===== src/rtl/exec_unit_if.sv =====
// Issue/write-back bus between the register file and the execute stage.
interface exec_unit_if #(
   parameter int unsigned WIDTH = 32,
   parameter int unsigned AW    = 6
);
   logic             in_valid;
   logic             in_ready;
   logic [3:0]       op;
   logic [AW-1:0]    rd_in;
   logic [WIDTH-1:0] rs_val;
   logic [WIDTH-1:0] rt_val;
   logic             wb_write;
   logic [AW-1:0]    wb_rd;
   logic [WIDTH-1:0] wb_data;
   logic             illegal_op;

   // Upstream side: presents operations, observes write-back.
   modport master (
      output in_valid, op, rd_in, rs_val, rt_val,
      input  in_ready, wb_write, wb_rd, wb_data, illegal_op
   );

   // Execute unit side.
   modport slave (
      input  in_valid, op, rd_in, rs_val, rt_val,
      output in_ready, wb_write, wb_rd, wb_data, illegal_op
   );
endinterface


===== src/rtl/exec_unit.sv =====
// Execute stage: single-cycle ALU plus iterative 32-cycle MUL / DIVU / REMU,
// sharing one valid/ready issue port and one registered write-back port.
module exec_unit #(
   parameter int unsigned WIDTH = 32,
   parameter int unsigned AW    = 6
) (
   input  logic       clk,
   input  logic       rst,
   exec_unit_if.slave bus
);

   localparam int unsigned      CNT_W    = 5;
   localparam logic [CNT_W-1:0] CNT_LAST = CNT_W'(31);

   localparam logic [3:0] OP_ADD  = 4'd0;
   localparam logic [3:0] OP_SUB  = 4'd1;
   localparam logic [3:0] OP_AND  = 4'd2;
   localparam logic [3:0] OP_OR   = 4'd3;
   localparam logic [3:0] OP_XOR  = 4'd4;
   localparam logic [3:0] OP_SLT  = 4'd5;
   localparam logic [3:0] OP_SLL  = 4'd6;
   localparam logic [3:0] OP_SRL  = 4'd7;
   localparam logic [3:0] OP_SRA  = 4'd8;
   localparam logic [3:0] OP_MUL  = 4'd9;
   localparam logic [3:0] OP_DIVU = 4'd10;
   localparam logic [3:0] OP_REMU = 4'd11;

   typedef enum logic [1:0] {S_IDLE, S_MUL, S_DIV} state_t;

   state_t           state_q, state_d;
   logic [CNT_W-1:0] cnt_q, cnt_d;
   logic [WIDTH-1:0] a_q, a_d;      // multiplicand / dividend-then-quotient
   logic [WIDTH-1:0] b_q, b_d;      // multiplier / divisor
   logic [WIDTH-1:0] acc_q, acc_d;  // product accumulator / partial remainder
   logic [AW-1:0]    rd_q, rd_d;
   logic             rem_q, rem_d;  // divide returns remainder instead of quotient
   logic             wb_write_q, wb_write_d;
   logic [AW-1:0]    wb_rd_q, wb_rd_d;
   logic [WIDTH-1:0] wb_data_q, wb_data_d;
   logic             illegal_q, illegal_d;

   logic [WIDTH-1:0] alu_res;
   logic [4:0]       shamt;
   logic [WIDTH-1:0] mul_sum;
   logic [WIDTH:0]   rem_sh;
   logic [WIDTH:0]   rem_diff;
   logic             q_bit;
   logic [WIDTH-1:0] div_acc;
   logic [WIDTH-1:0] div_quo;

   assign bus.in_ready   = (state_q == S_IDLE);
   assign bus.wb_write   = wb_write_q;
   assign bus.wb_rd      = wb_rd_q;
   assign bus.wb_data    = wb_data_q;
   assign bus.illegal_op = illegal_q;

   // Single-cycle ALU result for ops 0-8.
   always_comb begin
      alu_res = '0;
      shamt   = bus.rt_val[4:0];
      case (bus.op)
         OP_ADD:  alu_res = bus.rs_val + bus.rt_val;
         OP_SUB:  alu_res = bus.rs_val - bus.rt_val;
         OP_AND:  alu_res = bus.rs_val & bus.rt_val;
         OP_OR:   alu_res = bus.rs_val | bus.rt_val;
         OP_XOR:  alu_res = bus.rs_val ^ bus.rt_val;
         OP_SLT:  alu_res = WIDTH'($signed(bus.rs_val) < $signed(bus.rt_val));
         OP_SLL:  alu_res = bus.rs_val << shamt;
         OP_SRL:  alu_res = bus.rs_val >> shamt;
         OP_SRA:  alu_res = WIDTH'($signed(bus.rs_val) >>> shamt);
         default: alu_res = '0;
      endcase
   end

   // One shift-add multiply step and one restoring-divide step.
   always_comb begin
      mul_sum  = acc_q + (b_q[0] ? a_q : '0);
      rem_sh   = {acc_q, a_q[WIDTH-1]};
      rem_diff = rem_sh - {1'b0, b_q};
      q_bit    = ~rem_diff[WIDTH];   // no borrow: shifted remainder >= divisor
      div_acc  = q_bit ? rem_diff[WIDTH-1:0] : rem_sh[WIDTH-1:0];
      div_quo  = {a_q[WIDTH-2:0], q_bit};
   end

   // Next-state, datapath update and write-back selection.
   always_comb begin
      state_d    = state_q;
      cnt_d      = cnt_q;
      a_d        = a_q;
      b_d        = b_q;
      acc_d      = acc_q;
      rd_d       = rd_q;
      rem_d      = rem_q;
      wb_write_d = 1'b0;
      wb_rd_d    = wb_rd_q;
      wb_data_d  = wb_data_q;
      illegal_d  = 1'b0;
      case (state_q)
         S_IDLE: begin
            if (bus.in_valid) begin
               case (bus.op)
                  OP_MUL: begin
                     a_d     = bus.rs_val;
                     b_d     = bus.rt_val;
                     acc_d   = '0;
                     rd_d    = bus.rd_in;
                     cnt_d   = '0;
                     state_d = S_MUL;
                  end
                  OP_DIVU, OP_REMU: begin
                     if (bus.rt_val == '0) begin
                        wb_write_d = 1'b1;
                        wb_rd_d    = bus.rd_in;
                        wb_data_d  = (bus.op == OP_DIVU) ? '1 : bus.rs_val;
                     end else begin
                        a_d     = bus.rs_val;
                        b_d     = bus.rt_val;
                        acc_d   = '0;
                        rd_d    = bus.rd_in;
                        rem_d   = (bus.op == OP_REMU);
                        cnt_d   = '0;
                        state_d = S_DIV;
                     end
                  end
                  default: begin
                     if (bus.op <= OP_SRA) begin
                        wb_write_d = 1'b1;
                        wb_rd_d    = bus.rd_in;
                        wb_data_d  = alu_res;
                     end else begin
                        illegal_d = 1'b1;
                     end
                  end
               endcase
            end
         end
         S_MUL: begin
            acc_d = mul_sum;
            a_d   = a_q << 1;
            b_d   = b_q >> 1;
            cnt_d = cnt_q + CNT_W'(1);
            if (cnt_q == CNT_LAST) begin
               wb_write_d = 1'b1;
               wb_rd_d    = rd_q;
               wb_data_d  = mul_sum;
               cnt_d      = '0;
               state_d    = S_IDLE;
            end
         end
         S_DIV: begin
            acc_d = div_acc;
            a_d   = div_quo;
            cnt_d = cnt_q + CNT_W'(1);
            if (cnt_q == CNT_LAST) begin
               wb_write_d = 1'b1;
               wb_rd_d    = rd_q;
               wb_data_d  = rem_q ? div_acc : div_quo;
               cnt_d      = '0;
               state_d    = S_IDLE;
            end
         end
         default: state_d = S_IDLE;
      endcase
   end

   // State and output registers with synchronous reset.
   always_ff @(posedge clk) begin
      if (rst) begin
         state_q    <= S_IDLE;
         cnt_q      <= '0;
         a_q        <= '0;
         b_q        <= '0;
         acc_q      <= '0;
         rd_q       <= '0;
         rem_q      <= 1'b0;
         wb_write_q <= 1'b0;
         wb_rd_q    <= '0;
         wb_data_q  <= '0;
         illegal_q  <= 1'b0;
      end else begin
         state_q    <= state_d;
         cnt_q      <= cnt_d;
         a_q        <= a_d;
         b_q        <= b_d;
         acc_q      <= acc_d;
         rd_q       <= rd_d;
         rem_q      <= rem_d;
         wb_write_q <= wb_write_d;
         wb_rd_q    <= wb_rd_d;
         wb_data_q  <= wb_data_d;
         illegal_q  <= illegal_d;
      end
   end

endmodule


===== src/flat_wrapper.sv =====
// flat-port wrapper written by rule: the top's interface ports become plain ports
module exec_unit_flat 
#(
   parameter int unsigned WIDTH = 32,
   parameter int unsigned AW    = 6
)
  (clk, rst, bus_in_valid, bus_op, bus_rd_in, bus_rs_val, bus_rt_val, bus_in_ready, bus_wb_write, bus_wb_rd, bus_wb_data, bus_illegal_op);
  exec_unit_if #(.WIDTH(WIDTH), .AW(AW)) bus_i ();
  input  logic clk;
  input  logic rst;
  input wire logic [$bits(bus_i.in_valid)-1:0] bus_in_valid;
  input wire logic [$bits(bus_i.op)-1:0] bus_op;
  input wire logic [$bits(bus_i.rd_in)-1:0] bus_rd_in;
  input wire logic [$bits(bus_i.rs_val)-1:0] bus_rs_val;
  input wire logic [$bits(bus_i.rt_val)-1:0] bus_rt_val;
  output wire logic [$bits(bus_i.in_ready)-1:0] bus_in_ready;
  output wire logic [$bits(bus_i.wb_write)-1:0] bus_wb_write;
  output wire logic [$bits(bus_i.wb_rd)-1:0] bus_wb_rd;
  output wire logic [$bits(bus_i.wb_data)-1:0] bus_wb_data;
  output wire logic [$bits(bus_i.illegal_op)-1:0] bus_illegal_op;
  assign bus_i.in_valid = bus_in_valid;
  assign bus_i.op = bus_op;
  assign bus_i.rd_in = bus_rd_in;
  assign bus_i.rs_val = bus_rs_val;
  assign bus_i.rt_val = bus_rt_val;
  assign bus_in_ready = bus_i.in_ready;
  assign bus_wb_write = bus_i.wb_write;
  assign bus_wb_rd = bus_i.wb_rd;
  assign bus_wb_data = bus_i.wb_data;
  assign bus_illegal_op = bus_i.illegal_op;
  exec_unit #(.WIDTH(WIDTH), .AW(AW)) u_core (.clk(clk), .rst(rst), .bus(bus_i));
endmodule

===== config.mk =====
export PLATFORM = sky130hd
export DESIGN_NAME = exec_unit_flat
export DESIGN_NICKNAME = d
export VERILOG_FILES = /design/src/rtl/exec_unit_if.sv /design/src/rtl/exec_unit.sv /design/src/flat_wrapper.sv
export SDC_FILE = /design/constraint.sdc
export NUM_CORES = 1
export LEC_CHECK = 0
export BUFFER_PORTS_ARGS = -buffer_cell sky130_fd_sc_hd__buf_2
export CAP_MARGIN = 20
export CORE_MARGIN = 8
export CORE_UTILIZATION = 50
export DETAILED_ROUTE_END_ITERATION = 10
export PLACE_DENSITY_LB_ADDON = 0.08
export SLEW_MARGIN = 20
export SYNTH_ARGS = -nofsm -noshare
export SYNTH_HDL_FRONTEND = slang
export SYNTH_SLANG_ARGS = --single-unit

===== constraint.sdc =====
create_clock -name clk -period 5.75 [get_ports clk]
set_clock_uncertainty 0.1 [all_clocks]
set_input_delay 0.2875 -clock clk [delete_from_list [all_inputs] [get_ports clk]]
set_output_delay 0.2875 -clock clk [all_outputs]
set_load 0.01 [all_outputs]

==> flow_metrics.py <==
metrics = {
    "synth": {
        "ys_ff_latch": 150,
        "ys_types": 96,
        "syn_nets": 2973,
        "synth_top_flop_cell": "dfxtp_1",
        "synth_area_um2": 19630,
        "synthCells": 2725,
        "synth-seq-area-share_pct": 15.30,
        "synthArstFlopShare_pct": 0,
        "synth_edf_count": 0,
        "synthAdderAreaFrac_pct": 11.05,
        "synth_mux_area_share_pct": 11.29,
        "synth_top_family_by_area": "compound AO/OA/AOI/OAI gates",
        "avgSynthCellArea_um2": 7.205,
        "synth_xor_area_share_pct": 2.677,
        "synth_compound_area_share_pct": 32.58,
        "synthSimpleGateAreaFrac_pct": 19.95,
        "ys_warn_count": 0,
    },
    "grt": {
        "antenna_found_initial": 2,
        "grt_max_degree": 70,
        "grt.total_usage_pct": 37.00,
        "grt_overflow": 0,
        "grt_pass1_vias": 21030,
        "grt_first_pass_wirelength_um": 133300,
    },
    "placed_design": {
        "dp_slack_ns": 1.057,
        "gp_congestion": 1.031,
        "dpl.hpwl_um": 67330,
        "io_buffers": 117,
    },
    "drt": {
        "wl_met3_um": 9684,
        "antenna_left": 0,
        "drt_iter0_drc": 3030,
        "drc": 0,
        "vias": 22650,
        "dr.pass1.iters": 6,
        "topRoutingLayerUsed": "met5",
        "met2RoutedLength_um": 38840,
        "drt-total-wl_um": 88820,
        "viasPerCell": 6.973,
        "met1_length_um": 35620,
        "wl_per_cell_um": 27.35,
    },
    "clock_network": {
        "clockRootBuffer": "clkbuf_16",
        "numCtsBuffers": 17,
        "cts_tree": "yes",
        "clockBufferDepth": 2,
        "postCtsSetupRepairBufs": 0,
        "htree_levels": 4,
        "clk_pin_slew_ns": 0.07,
        "ctsHoldBuffers": 6,
        "cts_sinks": 150,
        "postCtsResizedCells": 0,
        "insertion_delay_ns": 0.47,
    },
    "job": {
        "drv_cap": 0,
    },
    "sta": {
        "slew_viol_final": 0,
        "fin_ws_ns": 0.9389,
        "period_needed_ns": 4.811,
        "tns_ns": 0,
        "hold_ws_ns": 0.1060,
        "rsz0062_at_grt": "false",
        "setup_viol": 0,
        "fin_crit_sh_pct": 83.67,
        "hold_viol_final": 0,
        "slew_headroom_pct": 19.98,
        "tightest_slew_ns": 1.200,
        "fmax_ghz": 0.2079,
    },
    "setup_path": {
        "arrival_ns": 5.00,
        "worstPathMaxFanout": 21,
        "critPathCaptureType": "flop",
        "r2r_slack_ns": 0.94,
        "startpoint_type": "flop",
        "crit_required_ns": 5.94,
        "crit_type": "reg -> reg",
    },
    "layout": {
        "drive_gt1_share_pct": 11.47,
        "area_growth_pct": 7.832,
        "antennaDiodeCount": 0,
        "num-nets-final": 2966,
        "nFillCells": 3813,
    },
    "status": {
        "status": "finished clean",
    },
    "power": {
        "peakVddDrop_uv": 193.7,
        "power.density_nw_per_um2": 182.2,
        "p_leak_uw": 0.008638,
    },
    "floorplan": {
        "die_w_um": 214.2,
        "pin_count": 118,
        "die-area_um2": 45860,
        "rows": 72,
        "die_h_um": 214.2,
        "initial_utilization_pct": 50.68,
        "core_um2": 38740,
    },
    "min_path": {
        "hold_class": "in -> reg",
    },
}
power breakdown:
group / internal, uW / leakage [uW] / switching (uW) / total, uW
registers: 1100 / 0.00122 / 64.6 / 1160
clock network: 637 / 0.000271 / 492 / 1130
logic: 540 / 0.00714 / 1020 / 1560
total: 2280 / 0.00864 / 1580 / 3860
worst paths after layout:
path                              start                    end  depth (start not counted)
hold / removal            bus_rt_val[8]          u_core.b_q[8]                          3
setup / recovery         u_core.a_q[31]  u_core.bus.wb_data[0]                         15
hold reg to reg   u_core.bus.wb_data[4]  u_core.bus.wb_data[4]                          2
setup reg to reg         u_core.a_q[31]  u_core.bus.wb_data[0]                         15
final cells by class:
cell class | count | area (um^2) | share of cell area, %
clock buffers | 20 | 436.7 | 2.063
well taps | 518 | 648.1 | 3.061
repair buffers | 176 | 1049 | 4.953
inverters | 158 | 593.1 | 2.801
multi-input cells | 2215 | 15310 | 72.34
flip-flops and latches | 150 | 3004 | 14.19
clock inverters | 11 | 125.1 | 0.5910
worst max-delay path, cell delays in order (launching register included):
cell	delay, ns
dfxtp_1	0.33
inv_1	0.08
ha_1	0.17
inv_1	0.06
fa_1	0.43
a211oi_1	0.35
o21ai_2	0.17
a21oi_2	0.31
a211oi_1	0.23
o2111ai_2	0.31
nand3b_4	0.38
buf_4	0.33
a21oi_1	0.12
a31oi_1	0.06
a221oi_1	1.01
a2111oi_0	0.17
cell usage in the layout (no fill, tap or decap), drive strengths merged, types with 14 or more instances in the layout:
cell type	instances
mux2	27
o22ai	14
a211o	15
xor2	18
nor3	79
a2111oi	14
inv	156
a211oi	76
o21ai	224
o31ai	18
a221oi	60
nor4	25
nand3	37
nor2b	21
xnor2	42
clkbuf	20
buf	170
nand2	230
a21boi	14
a22oi	25
a31oi	20
a21o	32
dfxtp	150
nor2	318
nand2b	18
a21oi	251
a22o	17
and2	38
o221ai	19
o21bai	23
o211ai	29
mux2i	103
ha	167
mux4	39
synth_stat cells (all sizes together), types with 39 or more instances:
library cell / instances / area (um^2)
nor2: 318 / 1194
ha: 167 / 2090
a221oi: 60 / 525.5
o21ai: 224 / 1125
nand2: 230 / 863.3
mux2i: 103 / 1031
nor3: 79 / 400.4
mux4: 39 / 878.3
xnor2: 42 / 367.9
clkbuf: 156 / 585.6
a211oi: 76 / 580.6
inv: 153 / 574.3
a21oi: 251 / 1260
dfxtp: 150 / 3003
buf: 46 / 226.5
through the flow:
step	utilization [%]	power (uW)	cells	cell area (um^2)
2_1_floorplan	-	2149	2725	19630
3_3_place_gp	53.05	2673	3211	20550
3_5_place_dp	53.05	2682	3211	20550
4_1_cts	54.65	3808	3248	21170
5_1_grt	54.65	4019	3248	21170
6_report	54.65	3856	3248	21170
metal layers:
layer	global-route usage [%]	up-vias
li1	-	10090
met1	48.30	10860
met2	56.65	1451
met3	8.731	244
met4	18.19	2
met5	0	-
cells by family after synthesis:
group	count (synthesis)
compound gates	964
xor+xnor	60
fa+ha+maj	171
buf+inv	360
flops	150
mux	169
simple gates	851
registers in the layout, summed over array words and instances, names as in the netlist:
signal                 cells
u_core.cnt_q               5
u_core.bus.illegal_op      1
u_core.b_q                32
u_core.bus.wb_rd           6
u_core.rem_q               1
u_core.a_q                32
u_core.acc_q              32
u_core.state_q             2
u_core.bus.wb_write        1
u_core.rd_q                6
u_core.bus.wb_data        32
No activity file was read; power rests on OpenSTA's default activity.
